## src/rtl/score_bcd.sv

```systemverilog
// -----------------------------------------------------------------------------
// score_bcd
//   Sequential binary-to-BCD converter (shift-and-add-3, "double dabble").
//   Converts the binary game score into DIGITS decimal digit codes once per
//   frame, so the glyph renderer never has to divide per pixel.
//
//   Handshake: start is sampled only while idle (busy=0). An accepted request
//   captures bin on that edge. busy stays high through the BIN_W shift cycles
//   and the final DONE cycle. digits, done and valid all update together on
//   the DONE edge: done is a one-cycle pulse, valid stays high from the first
//   completed conversion until reset. Requests that arrive while busy are
//   dropped, not queued.
//
// Ports:
//   clk     system clock
//   rst     asynchronous reset, active-high
//   start   conversion request (sampled in IDLE only)
//   bin     binary score, BIN_W bits (captured on the accepting edge)
//   busy    conversion in progress (SHIFT or DONE)
//   done    one-cycle pulse: digits was just updated
//   valid   at least one conversion has completed since reset
//   digits  BCD result, DIGITS nibbles, most significant nibble first
// -----------------------------------------------------------------------------
module score_bcd #(
   parameter int BIN_W  = 12,
   parameter int DIGITS = 4
) (
   input  logic                  clk,
   input  logic                  rst,
   input  logic                  start,
   input  logic [BIN_W-1:0]      bin,
   output logic                  busy,
   output logic                  done,
   output logic                  valid,
   output logic [4*DIGITS-1:0]   digits
);

   localparam int BCD_W = 4 * DIGITS;
   localparam int CNT_W = (BIN_W > 1) ? $clog2(BIN_W) : 1;

   // The largest binary input must fit in DIGITS decimal digits, otherwise
   // significant bits would fall off the top of the accumulator.
   generate
      if (((64'd1 << BIN_W) - 64'd1) >= 64'(10 ** DIGITS)) begin : g_range_err
         $error("score_bcd: 2**BIN_W-1 does not fit in DIGITS decimal digits");
      end
   endgenerate

   typedef enum logic [1:0] {
      IDLE  = 2'd0,
      SHIFT = 2'd1,
      DONE  = 2'd2
   } state_t;

   state_t              state;
   state_t              state_next;
   logic [BIN_W-1:0]    shift_reg;
   logic [BCD_W-1:0]    bcd;
   logic [BCD_W-1:0]    bcd_adj;
   logic [CNT_W-1:0]    cnt;
   logic                last_shift;

   assign last_shift = (cnt == CNT_W'(BIN_W - 1));
   assign busy       = (state != IDLE);

   // Add-3 correction: each nibble independently, no carry between nibbles.
   // A nibble >= 5 would exceed 9 after doubling, so it is pre-biased by 3.
   always_comb begin
      bcd_adj = bcd;
      for (int i = 0; i < DIGITS; i++) begin
         if (bcd[4*i +: 4] >= 4'd5) begin
            bcd_adj[4*i +: 4] = bcd[4*i +: 4] + 4'd3;
         end
      end
   end

   // State register
   always_ff @(posedge clk or posedge rst) begin
      if (rst) begin
         state <= IDLE;
      end else begin
         state <= state_next;
      end
   end

   // Next-state logic
   always_comb begin
      state_next = state;
      case (state)
         IDLE:    if (start)      state_next = SHIFT;
         SHIFT:   if (last_shift) state_next = DONE;
         DONE:                    state_next = IDLE;
         default:                 state_next = IDLE;
      endcase
   end

   // Datapath and registered outputs
   always_ff @(posedge clk or posedge rst) begin
      if (rst) begin
         shift_reg <= '0;
         bcd       <= '0;
         cnt       <= '0;
         digits    <= '0;
         done      <= 1'b0;
         valid     <= 1'b0;
      end else begin
         done <= 1'b0;
         case (state)
            IDLE: begin
               if (start) begin
                  shift_reg <= bin;
                  bcd       <= '0;
                  cnt       <= '0;
               end
            end
            SHIFT: begin
               // Corrected accumulator shifts left; bin MSB enters bcd[0].
               // The bit leaving bcd's top is always 0 given the range check.
               {bcd, shift_reg} <= {bcd_adj[BCD_W-2:0], shift_reg, 1'b0};
               cnt              <= cnt + CNT_W'(1);
            end
            DONE: begin
               digits <= bcd;
               done   <= 1'b1;
               valid  <= 1'b1;
            end
            default: ;
         endcase
      end
   end

endmodule

```

## config.mk

```make
export PLATFORM = sky130hd
export DESIGN_NAME = score_bcd
export DESIGN_NICKNAME = d
export VERILOG_FILES = /design/src/rtl/score_bcd.sv
export SDC_FILE = /design/constraint.sdc
export NUM_CORES = 1
export LEC_CHECK = 0
export BUFFER_PORTS_ARGS = -buffer_cell sky130_fd_sc_hd__buf_2
export CAP_MARGIN = 20
export CORE_AREA = 2 2 117 62
export DETAILED_ROUTE_END_ITERATION = 12
export DIE_AREA = 0 0 119 64
export MAX_ROUTING_LAYER = met4
export PLACE_DENSITY_LB_ADDON = 0.12
export REMOVE_ABC_BUFFERS = 1
export SYNTH_ARGS = -nofsm -noshare
export SYNTH_HDL_FRONTEND = slang
export SYNTH_SLANG_ARGS = --single-unit
```

## constraint.sdc

```tcl
create_clock -name clk -period 1.3 [get_ports clk]
set_input_delay 0 -clock clk [delete_from_list [all_inputs] [get_ports clk]]
set_output_delay 0 -clock clk [all_outputs]
set_load 0.03 [all_outputs]
```

==> results of run 1 <==
## cells by family (layout without fill, tap and decap cells)
| logic type | after synthesis | count (layout) | share of synthesized area, % |
|---|---|---|---|
| buf+inv | 24 | 96 | 4.58 |
| mux | 12 | 12 | 5.66 |
| flops | 52 | 52 | 53.5 |
| compound gates | 62 | 62 | 14.6 |
| xor+xnor | 6 | 6 | 2.16 |
| fa+ha+maj | 9 | 9 | 4.63 |
| simple gates | 69 | 69 | 14.9 |
## critical path, cell delays in order, from the launching register on
cell      delay, ns
dfrtp_1        0.44
ha_4           0.19
nand2b_4       0.14
a21oi_4        0.16
mux2i_1        0.21
a22o_1         0.14
## Yosys cell counts, types with 2 or more instances
cell type  number  area [um2]
a21oi_1        16        80.1
a22o_1          7        61.3
and3b_1        11        96.3
buf_2           8        40.0
clkbuf_1        3        11.3
dfrtp_1        52        1300
ha_1            9         113
inv_1          11        41.3
mux2_2          6        67.6
mux2_4          2        30.0
mux2i_1         4        40.0
nand2_1        35         131
nand2b_1        7        43.8
nand3_1         5        25.0
nor3_1          5        25.0
nor3b_1         2        15.0
o21ai_0        33         165
o31ai_1         2        15.0
xnor2_1         4        35.0
xor2_1          2        17.5
## power by group through the flow
| stage | registers, mW | logic (mW) | clock network [mW] |
|---|---|---|---|
| floorplan | 2.88 | 1.58 | 0 |
| global placement | 2.62 | 3.02 | 0 |
| detailed placement | 2.64 | 3.10 | 0 |
| CTS | 2.68 | 3.68 | 1.37 |
| global route | 2.79 | 4.29 | 1.45 |
| finish | 2.70 | 3.89 | 1.32 |
## path summary, 6_finish.rpt
| check | startpoint | slack (ns) | cells past startpoint | end |
|---|---|---|---|---|
| max | bcd[8] | -0.04 | 5 | bcd[10] |
| min | start | 0.06 | 3 | shift_reg[0] |
| max reg2reg | bcd[8] | -0.04 | 5 | bcd[10] |
| min reg2reg | valid | 0.46 | 1 | valid |
| max in group asynchronous | rst | 0.56 | 4 | shift_reg[2] |
| min in group asynchronous | rst | 0.22 | 3 | digits[5] |
## through the flow
step                      instances  setup slack, ns
after global placement          378          -0.0851
after global routing            398           -0.136
after floorplan                 221           -0.524
after detailed placement        378           -0.190
final                           398          -0.0359
after CTS                       397        -0.000711
## repair_timing
action / CTS / global route
gates resized for setup: 35 / 16
endpoints found under the hold margin: 15 / 0
setup buffers: 9 / 0
cloned: 0 / 1
hold buffers: 2 / 0
pin swaps: 9 / 3
endpoints found under the setup margin: 11 / 18
## routing by layer
layer	vias to the layer above	part of all wire, %	routed length, um
met5	-	0	0
li1	953	-	-
met3	7	4.1	218
met1	918	50	2650
met4	0	1.3	70
met2	38	44	2350
## final cells by class
type                       count  area [um2]  share of cell area (%)
inverter                      11        41.3                    1.21
clock buffer                   8         146                    4.28
timing repair buffer          77         598                    17.5
sequential                    52        1300                    38.1
multi-input combinational    158        1220                    35.6
tap                           92         115                    3.37
==> results by group, run 1 <==
Power and ir drop
  • Total power: 7.91 mW
  • P per Cell Area: 2310 nW/um2
  • P_sw: 2.92 mW
  • Clock share of power: 16.6%
  • Logic pwr share: 49.2%
  • Switching part of the total: 36.9%
  • Leak Pwr: 1.70 nW
  • Maximum vdd ir drop: 695 uV
  • Internal power: 4.99 mW
  • Flop pwr share: 34.1%

STA
  • Final slew viol count: 0
  • Fin Clk Skew: 0.00247 ns
  • Hold Slack: 0.0564 ns
  • Final setup fails: 3
  • Measured slew at the worst slew-check pin: 0.376 ns
  • Fmax: 0.749 GHz
  • Slew HR: 74.7%
  • Setup TNS: -0.0501 ns
  • Minimum clock period: 1.34 ns
  • Period utilization: 103%
  • Crit path setup slack, layout: -0.0359 ns
  • Final Hold Violating Endpoints: 0
  • Unrepaired setup endpoints after global routing: true

Routing
  • Final wirelength: 5.29 mm
  • DR WL/cell: 13.3 um
  • Post-DRT Antenna Nets: 0
  • DR vias: 1,916
  • Drt first-iter violations: 50
  • Drt drc: 0
  • DR pass1 iterations: 4
  • Drt via density: 4.81

Clock network
  • H-tree depth: 2
  • CTS tree: yes
  • Clk_lat worst skew: 0.28 ns
  • # clock sinks: 52
  • Clock buffer depth: 2
  • Num CTS Buffers: 5
  • Root buffer cell: clkbuf_16
  • Worst-path clk slew: 0.06 ns

GRT
  • GRT met1 Usage: 20.3%
  • Gr ovfl total: 0
  • Met3 Resource Use GR: 3.93%
  • First-pass GRT wire length: 9.36 mm
  • Busiest grt layer: met2
  • Antenna violations before repair: 0
  • Largest net degree at the start of global routing: 39
  • Vias in the first global route: 2,006
  • Tot GR Track Use: 16.0%
  • GR Util met2: 25.5%

Cells and area
  • Nets@finish: 329
  • Most common cell after layout, fill and taps aside: dfrtp_1
  • # diodes: 0
  • Final Cell Area: 3420 um2
  • Fillcell total: 606
  • Area grow syn2layout: 40.7%
  • Commonest non-fill, non-tap cells in the layout: dfrtp_1, nand2_1, buf_4, buf_2, o21ai_0
  • Utilization after layout: 52.3%
  • Layout cells sized above 1: 39.2%

Placed design
  • IO buf count: 33
  • DP Wirelength: 3.36 mm
  • Area after DPL: 2940 um2
  • GPL Wtd Cong: 0.749

Setup path
  • Worst Path Arrival: 1.56 ns
  • CP Max Fanout: 3
  • Endpoint class of the critical path: register
  • Nature of the critical path startpoint: register
  • Setup Crit Path Kind: reg2reg
  • WP data required: 1.53 ns

Floorplan
  • Initial Util: 37.2%
  • Die height: 64 um
  • IO Count: 34
  • Core ar.: 6540 um2
  • Floorplan die width: 119 um
  • Die area: 7620 um2
  • Num rows: 21

Worst hold path
  • Hold crit path type: in2reg

Logic synthesis
  • Post-synthesis cell type count: 30
  • Synth warn: 0
  • Syn Area/Cell: 10.4 um2
  • Ys flop type: dfrtp_1
  • Syn Std Cell Area: 2430 um2
  • Post-synth EDFFs: 0
  • Post-synthesis sequential area ratio: 53.5%
  • Ys async rst share: 100%
  • Mapped Cells: 234
  • Yosys reg bits: 52

Run status
  • Failing checks: negative setup slack
  • Run status: finished, violations left

Flow run
  • Max-Cap Viols: 0
Power figures use the tool's default switching activity.
==> run 2, diff against run 1 <==
--- a/config.mk
+++ b/config.mk
@@ -5,7 +5,7 @@
 export SDC_FILE = /design/constraint.sdc
 export NUM_CORES = 1
 export LEC_CHECK = 0
-export BUFFER_PORTS_ARGS = -buffer_cell sky130_fd_sc_hd__buf_2
+export BUFFER_PORTS_ARGS = -buffer_cell sky130_fd_sc_hd__buf_4
 export CAP_MARGIN = 20
 export CORE_AREA = 2 2 117 62
 export DETAILED_ROUTE_END_ITERATION = 12
==> results by group, run 2 (same netlist as run 1, synthesis figures left out) <==
Clock network
  • # clock sinks: 52 (unchanged)
  • CTS tree: yes
  • Root buffer cell: clkbuf_16
  • Num CTS Buffers: 5 (unchanged)
  • Worst-path clk slew: 0.07 ns (about the same)
  • Clock buffer depth: 2 (unchanged)
  • H-tree depth: 2 (unchanged)
  • Clk_lat worst skew: 0.29 ns (about the same)

STA
  • Crit path setup slack, layout: -0.0786 ns (-0.0427 ns)
  • Minimum clock period: 1.38 ns (+0.0427 ns)
  • Final slew viol count: 0 (unchanged)
  • Final Hold Violating Endpoints: 0 (unchanged)
  • Hold Slack: 0.0416 ns (-0.0149 ns)
  • Period utilization: 106% (+3.3 points)
  • Slew HR: 78.1% (+3.4 points)
  • Final setup fails: 19 (+16)
  • Fmax: 0.725 GHz (-3.1%)
  • Fin Clk Skew: 0.00627 ns (+0.00380 ns)
  • Unrepaired setup endpoints after global routing: true
  • Measured slew at the worst slew-check pin: 0.328 ns (-0.0478 ns)

Routing
  • Drt first-iter violations: 42 (-16%)
  • Post-DRT Antenna Nets: 0 (unchanged)
  • Final wirelength: 5.59 mm (+5.7%)
  • DR WL/cell: 13.9 um (+4.7%)
  • DR pass1 iterations: 2 (-2)
  • Drt via density: 4.86 (+0.97%)
  • DR vias: 1,954 (+2.0%)
  • Drt drc: 0 (unchanged)

Setup path
  • Nature of the critical path startpoint: register
  • Worst Path Arrival: 1.60 ns (+0.04 ns)
  • Setup Crit Path Kind: reg2reg
  • Endpoint class of the critical path: register
  • WP data required: 1.52 ns (about the same)
  • CP Max Fanout: 12 (+9)

Floorplan
  • Die area: 7620 um2 (unchanged)
  • Initial Util: 37.2% (unchanged)
  • Num rows: 21 (unchanged)
  • Die height: 64 um (unchanged)
  • Core ar.: 6540 um2 (unchanged)
  • Floorplan die width: 119 um (unchanged)
  • IO Count: 34 (unchanged)

GRT
  • Antenna violations before repair: 0 (unchanged)
  • Vias in the first global route: 1,952 (-2.7%)
  • First-pass GRT wire length: 9.20 mm (-1.8%)
  • Largest net degree at the start of global routing: 53 (+36%)
  • Tot GR Track Use: 15.6% (-0.44 points)
  • Gr ovfl total: 0 (unchanged)

Power and ir drop
  • Maximum vdd ir drop: 661 uV (-4.9%)
  • P per Cell Area: 2320 nW/um2 (+0.56%)
  • Leak Pwr: 1.82 nW (+7.1%)

Cells and area
  • # diodes: 0 (unchanged)
  • Fillcell total: 591 (-2.5%)
  • Most common cell after layout, fill and taps aside: buf_4
  • Area grow syn2layout: 52.0%
  • Nets@finish: 333 (+1.2%)
  • Layout cells sized above 1: 50.0% (+11 points)
  • Commonest non-fill, non-tap cells in the layout: buf_4, dfrtp_1, nand2_1, o21ai_1, nand2_2
  • Utilization after layout: 56.5% (+4.2 points)

Flow run
  • Max-Cap Viols: 0 (unchanged)

Run status
  • Run status: finished, violations left
  • Failing checks: negative setup slack

Worst hold path
  • Hold crit path type: in2reg

Placed design
  • IO buf count: 33 (unchanged)
  • GPL Wtd Cong: 0.786 (+5.0%)
  • DP Wirelength: 3.27 mm (-2.7%)
## run 2: layout make-up
class / count / area [um2] / share of cell area [%]
clock buffers: 6 / 129 / 3.49
clock inverters: 2 / 35.0 / 0.948
inverters: 11 / 41.3 / 1.12
multi-input cells: 158 / 1320 / 35.8
flip-flops and latches: 52 / 1300 / 35.3
well taps: 92 / 115 / 3.12
repair buffers: 81 / 749 / 20.3
## run 2: worst max-delay path, stage by stage, from the launching register on
cell and delay (ns):
dfrtp_1 0.39, buf_6 0.13, buf_6 0.12, o21bai_4 0.28
clkbuf_16 0.24, a22o_1 0.15
## run 2: where the power goes
| group | internal [mW] | total (mW) | switching, mW |
|---|---|---|---|
| Clock | 0.906 | 1.47 | 0.560 |
| Sequential | 2.20 | 2.78 | 0.579 |
| Combinational | 2.30 | 4.34 | 2.04 |
## run 2: through the flow
step | cell area, um2 | worst slack (ns) | TNS [ns] | std cells | power [mW]
2_1_floorplan | 2360 | -0.524 | -17.13 | 221 | 4.46
6_report | 3690 | -0.0786 | -0.908 | 402 | 8.59
5_1_grt | 3690 | -0.131 | -2.56 | 402 | 9.24
3_5_place_dp | 3010 | -0.144 | -0.998 | 377 | 5.80
3_3_place_gp | 3010 | -0.0843 | -0.544 | 377 | 5.68
4_1_cts | 3380 | -0.0137 | -0.0567 | 396 | 7.87
## run 2: final timing paths
check	start	endpoint	slack [ns]	depth (start not counted)
worst min-delay path	start	shift_reg[0]	0.04	3
max in group asynchronous	rst	state[1]	0.75	4
worst max-delay path	state[0]	bcd[6]	-0.08	5
worst min register to register	valid	valid	0.47	1
worst max register to register	state[0]	bcd[6]	-0.08	5
min in group asynchronous	rst	digits[5]	0.30	4
## run 2: metal layers
metal  vias to the layer above  routed length, um  track usage (%)
li1                        967                  -                -
met1                       953               2690             19.5
met2                        30               2700             26.2
met3                         4                171             3.21
met4                         0                 35             3.57
met5                         -                  0                -
## run 2: repair_timing
item                                    4_1_cts  5_1_grt
setup buffers                                 9        2
endpoints found under the setup margin       11       48
hold buffers                                  2        0
pin swaps                                    11       19
resized for setup                            31       77
hold endpoints to repair                     53        0
cloned                                        0        4
==> run 3, diff against run 2 <==
--- a/config.mk
+++ b/config.mk
@@ -7,9 +7,9 @@
 export LEC_CHECK = 0
 export BUFFER_PORTS_ARGS = -buffer_cell sky130_fd_sc_hd__buf_4
 export CAP_MARGIN = 20
-export CORE_AREA = 2 2 117 62
+export CORE_AREA = 2 2 77 93
 export DETAILED_ROUTE_END_ITERATION = 12
-export DIE_AREA = 0 0 119 64
+export DIE_AREA = 0 0 79 95
 export MAX_ROUTING_LAYER = met4
 export PLACE_DENSITY_LB_ADDON = 0.12
 export REMOVE_ABC_BUFFERS = 1
==> results by group, run 3 (same netlist as run 1, synthesis figures left out) <==
Run status
  • Run status: finished, violations left
  • Failing checks: negative setup slack

Power and ir drop
  • Maximum vdd ir drop: 724 uV (+9.4%)
  • Leak Pwr: 1.76 nW (-3.3%)
  • P per Cell Area: 2200 nW/um2 (-5.5%)
  • Total power: 7.86 mW (-8.5%)

Clock network
  • H-tree depth: 2 (unchanged)
  • # clock sinks: 52 (unchanged)
  • Clk_lat worst skew: 0.30 ns (about the same)
  • CTS tree: yes
  • Clock buffer depth: 2 (unchanged)
  • Root buffer cell: clkbuf_8
  • Worst-path clk slew: 0.09 ns (+0.02 ns)
  • Num CTS Buffers: 5 (unchanged)

Cells and area
  • Area grow syn2layout: 47.1%
  • Nets@finish: 340 (+2.1%)
  • # diodes: 0 (unchanged)
  • Fin cells: 403 (+0.25%)
  • Most common cell after layout, fill and taps aside: buf_4
  • Final Cell Area: 3580 um2 (-3.2%)
  • Layout cells sized above 1: 45.6% (-4.4 points)
  • Commonest non-fill, non-tap cells in the layout: buf_4, dfrtp_1, nand2_1, o21ai_0

Setup path
  • Reg2reg path depth: 6 (+1)
  • Flop-to-flop setup slack: -0.03 ns (+0.05 ns)
  • Critical Path Source: bcd[9]
  • Slowest cell delay on critical path: 0.36 ns (-0.03 ns)
  • Setup Crit Path Kind: reg2reg
  • R2R Path Start: bcd[9]
  • Cells along the critical path: inv_2, ha_2, nand2b_4, a21oi_4, mux2i_1, a22o_1
  • CP Max Fanout: 3 (-9)
  • Nature of the critical path startpoint: register
  • Delay-heaviest family, CP: flip-flops
  • Endpoint class of the critical path: register
  • Worst Path Arrival: 1.58 ns (-0.02 ns)
  • WP data required: 1.55 ns (+0.03 ns)
  • CP max stage cell: dfrtp_1
  • Crit path buffers/inverters: 1 (-2)
  • Reg-to-reg endpoint: bcd[10]

Routing
  • DR pass1 iterations: 6 (+4)
  • DR WL/cell: 14.1 um (+1.3%)
  • Post-DRT Antenna Nets: 0 (unchanged)
  • DR vias: 1,963 (+0.46%)
  • Drt first-iter violations: 72 (+71%)
  • Final wirelength: 5.68 mm (+1.6%)
  • Drt drc: 0 (unchanged)
  • Drt via density: 4.87 (+0.21%)

Worst hold path
  • HP Start: start
  • End of the worst hold path: shift_reg[0]
  • Min-Delay Path Depth: 3 (unchanged)
  • Hold crit path type: in2reg

Floorplan
  • Die height: 95 um (+48%)
  • IO Count: 34 (unchanged)
  • Initial Util: 36.3% (-0.81 points)
  • Floorplan die width: 79 um (-34%)
  • Num rows: 33 (+57%)
  • Core ar.: 6690 um2 (+2.2%)
  • Die area: 7510 um2 (-1.5%)

STA
  • Period utilization: 102% (-3.7 points)
  • Hold Slack: 0.0287 ns (-0.0129 ns)
  • Final slew viol count: 0 (unchanged)
  • Slew HR: 75.7% (-2.4 points)
  • Fin Clk Skew: 0.00547 ns (-0.000804 ns)
  • Final Hold Violating Endpoints: 0 (unchanged)
  • Measured slew at the worst slew-check pin: 0.362 ns (+0.0344 ns)
  • Final setup fails: 7 (-12)
  • Minimum clock period: 1.33 ns (-0.0480 ns)
  • Unrepaired setup endpoints after global routing: true
  • Crit path setup slack, layout: -0.0306 ns (+0.0480 ns)
  • Fmax: 0.752 GHz (+3.6%)

Placed design
  • Post-Place Cells: 375 (-0.53%)
  • IO buf count: 33 (unchanged)
  • GPL Wtd Cong: 0.800 (+1.8%)
  • DP Wirelength: 3.30 mm (+0.85%)
  • Area after DPL: 3000 um2 (-0.29%)
  • Post-Place Worst Slack: -0.163 ns (-0.0187 ns)

GRT
  • Vias in the first global route: 1,915 (-1.9%)
  • Antenna violations before repair: 0 (unchanged)
  • Tot GR Track Use: 15.7% (+0.15 points)
  • First-pass GRT wire length: 8.92 mm (-3.0%)
  • Largest net degree at the start of global routing: 53 (unchanged)
  • Gr ovfl total: 0 (unchanged)

Flow run
  • Max-Cap Viols: 0 (unchanged)
-- run 3: changes by cell type in the layout (fill, tap and decap cells not counted), sizes merged --
cell,delta
buf,+8
clkbuf,-2
bufbuf,+1
bufinv,-1
-- run 3: worst reg2reg max path: cells and delay by family, from the launching register on --
family                     cells  cell delay (ns)
DFF                            1             0.36
AOI/OAI and AO/OA              2             0.33
muxes                          1             0.22
adders and majority gates      1             0.17
and+or+nand+nor                1             0.14
buffers and inverters          1             0.06
-- run 3: worst max-delay path by stage --
stage	to	cells past startpoint
floorplan	digits[10]	2
global placement	bcd[6]	6
detailed placement	bcd[6]	6
CTS	bcd[6]	6
global route	bcd[5]	6
finish	bcd[10]	6
-- run 3: final cells by class --
cell class | count | area (um2)
Fill cell | 620 | 3110
Sequential cell | 52 | 1310
Multi-Input combinational cell | 158 | 1250
Clock buffer | 6 | 72.6
Inverter | 11 | 41.3
Timing Repair Buffer | 88 | 788
Tap cell | 87 | 109
Clock inverter | 1 | 5.00
-- run 3: power breakdown --
group / internal [mW] / switching (mW) / total [mW]
logic: 2.28 / 1.95 / 4.23
registers: 2.20 / 0.539 / 2.74
clock network: 0.368 / 0.519 / 0.887
total: 4.85 / 3.01 / 7.86
-- run 3: layer usage --
layer	vias to the layer above	track usage [%]	wire [um]
met5	-	-	0
met2	31	28.2	3080
li1	967	-	-
met4	0	4.74	78
met3	7	2.58	161
met1	958	18.0	2360
-- run 3: what timing repair did --
item | 4_1_cts | 5_1_grt
cloned | 3 | 2
setup endpoints to repair | 11 | 36
resized for setup | 34 | 45
pin swaps | 8 | 10
endpoints found under the hold margin | 53 | 0
hold buffers | 2 | 0
buffers inserted | 10 | 4
-- run 3: stage by stage --
| stage | TNS, ns | util (%) |
|---|---|---|
| 2_1_floorplan | -17.13 | - |
| 3_3_place_gp | -0.647 | 44.8 |
| 3_5_place_dp | -0.943 | 44.8 |
| 4_1_cts | -0.0182 | 50.7 |
| 5_1_grt | -0.911 | 53.5 |
| 6_report | -0.0859 | 53.5 |
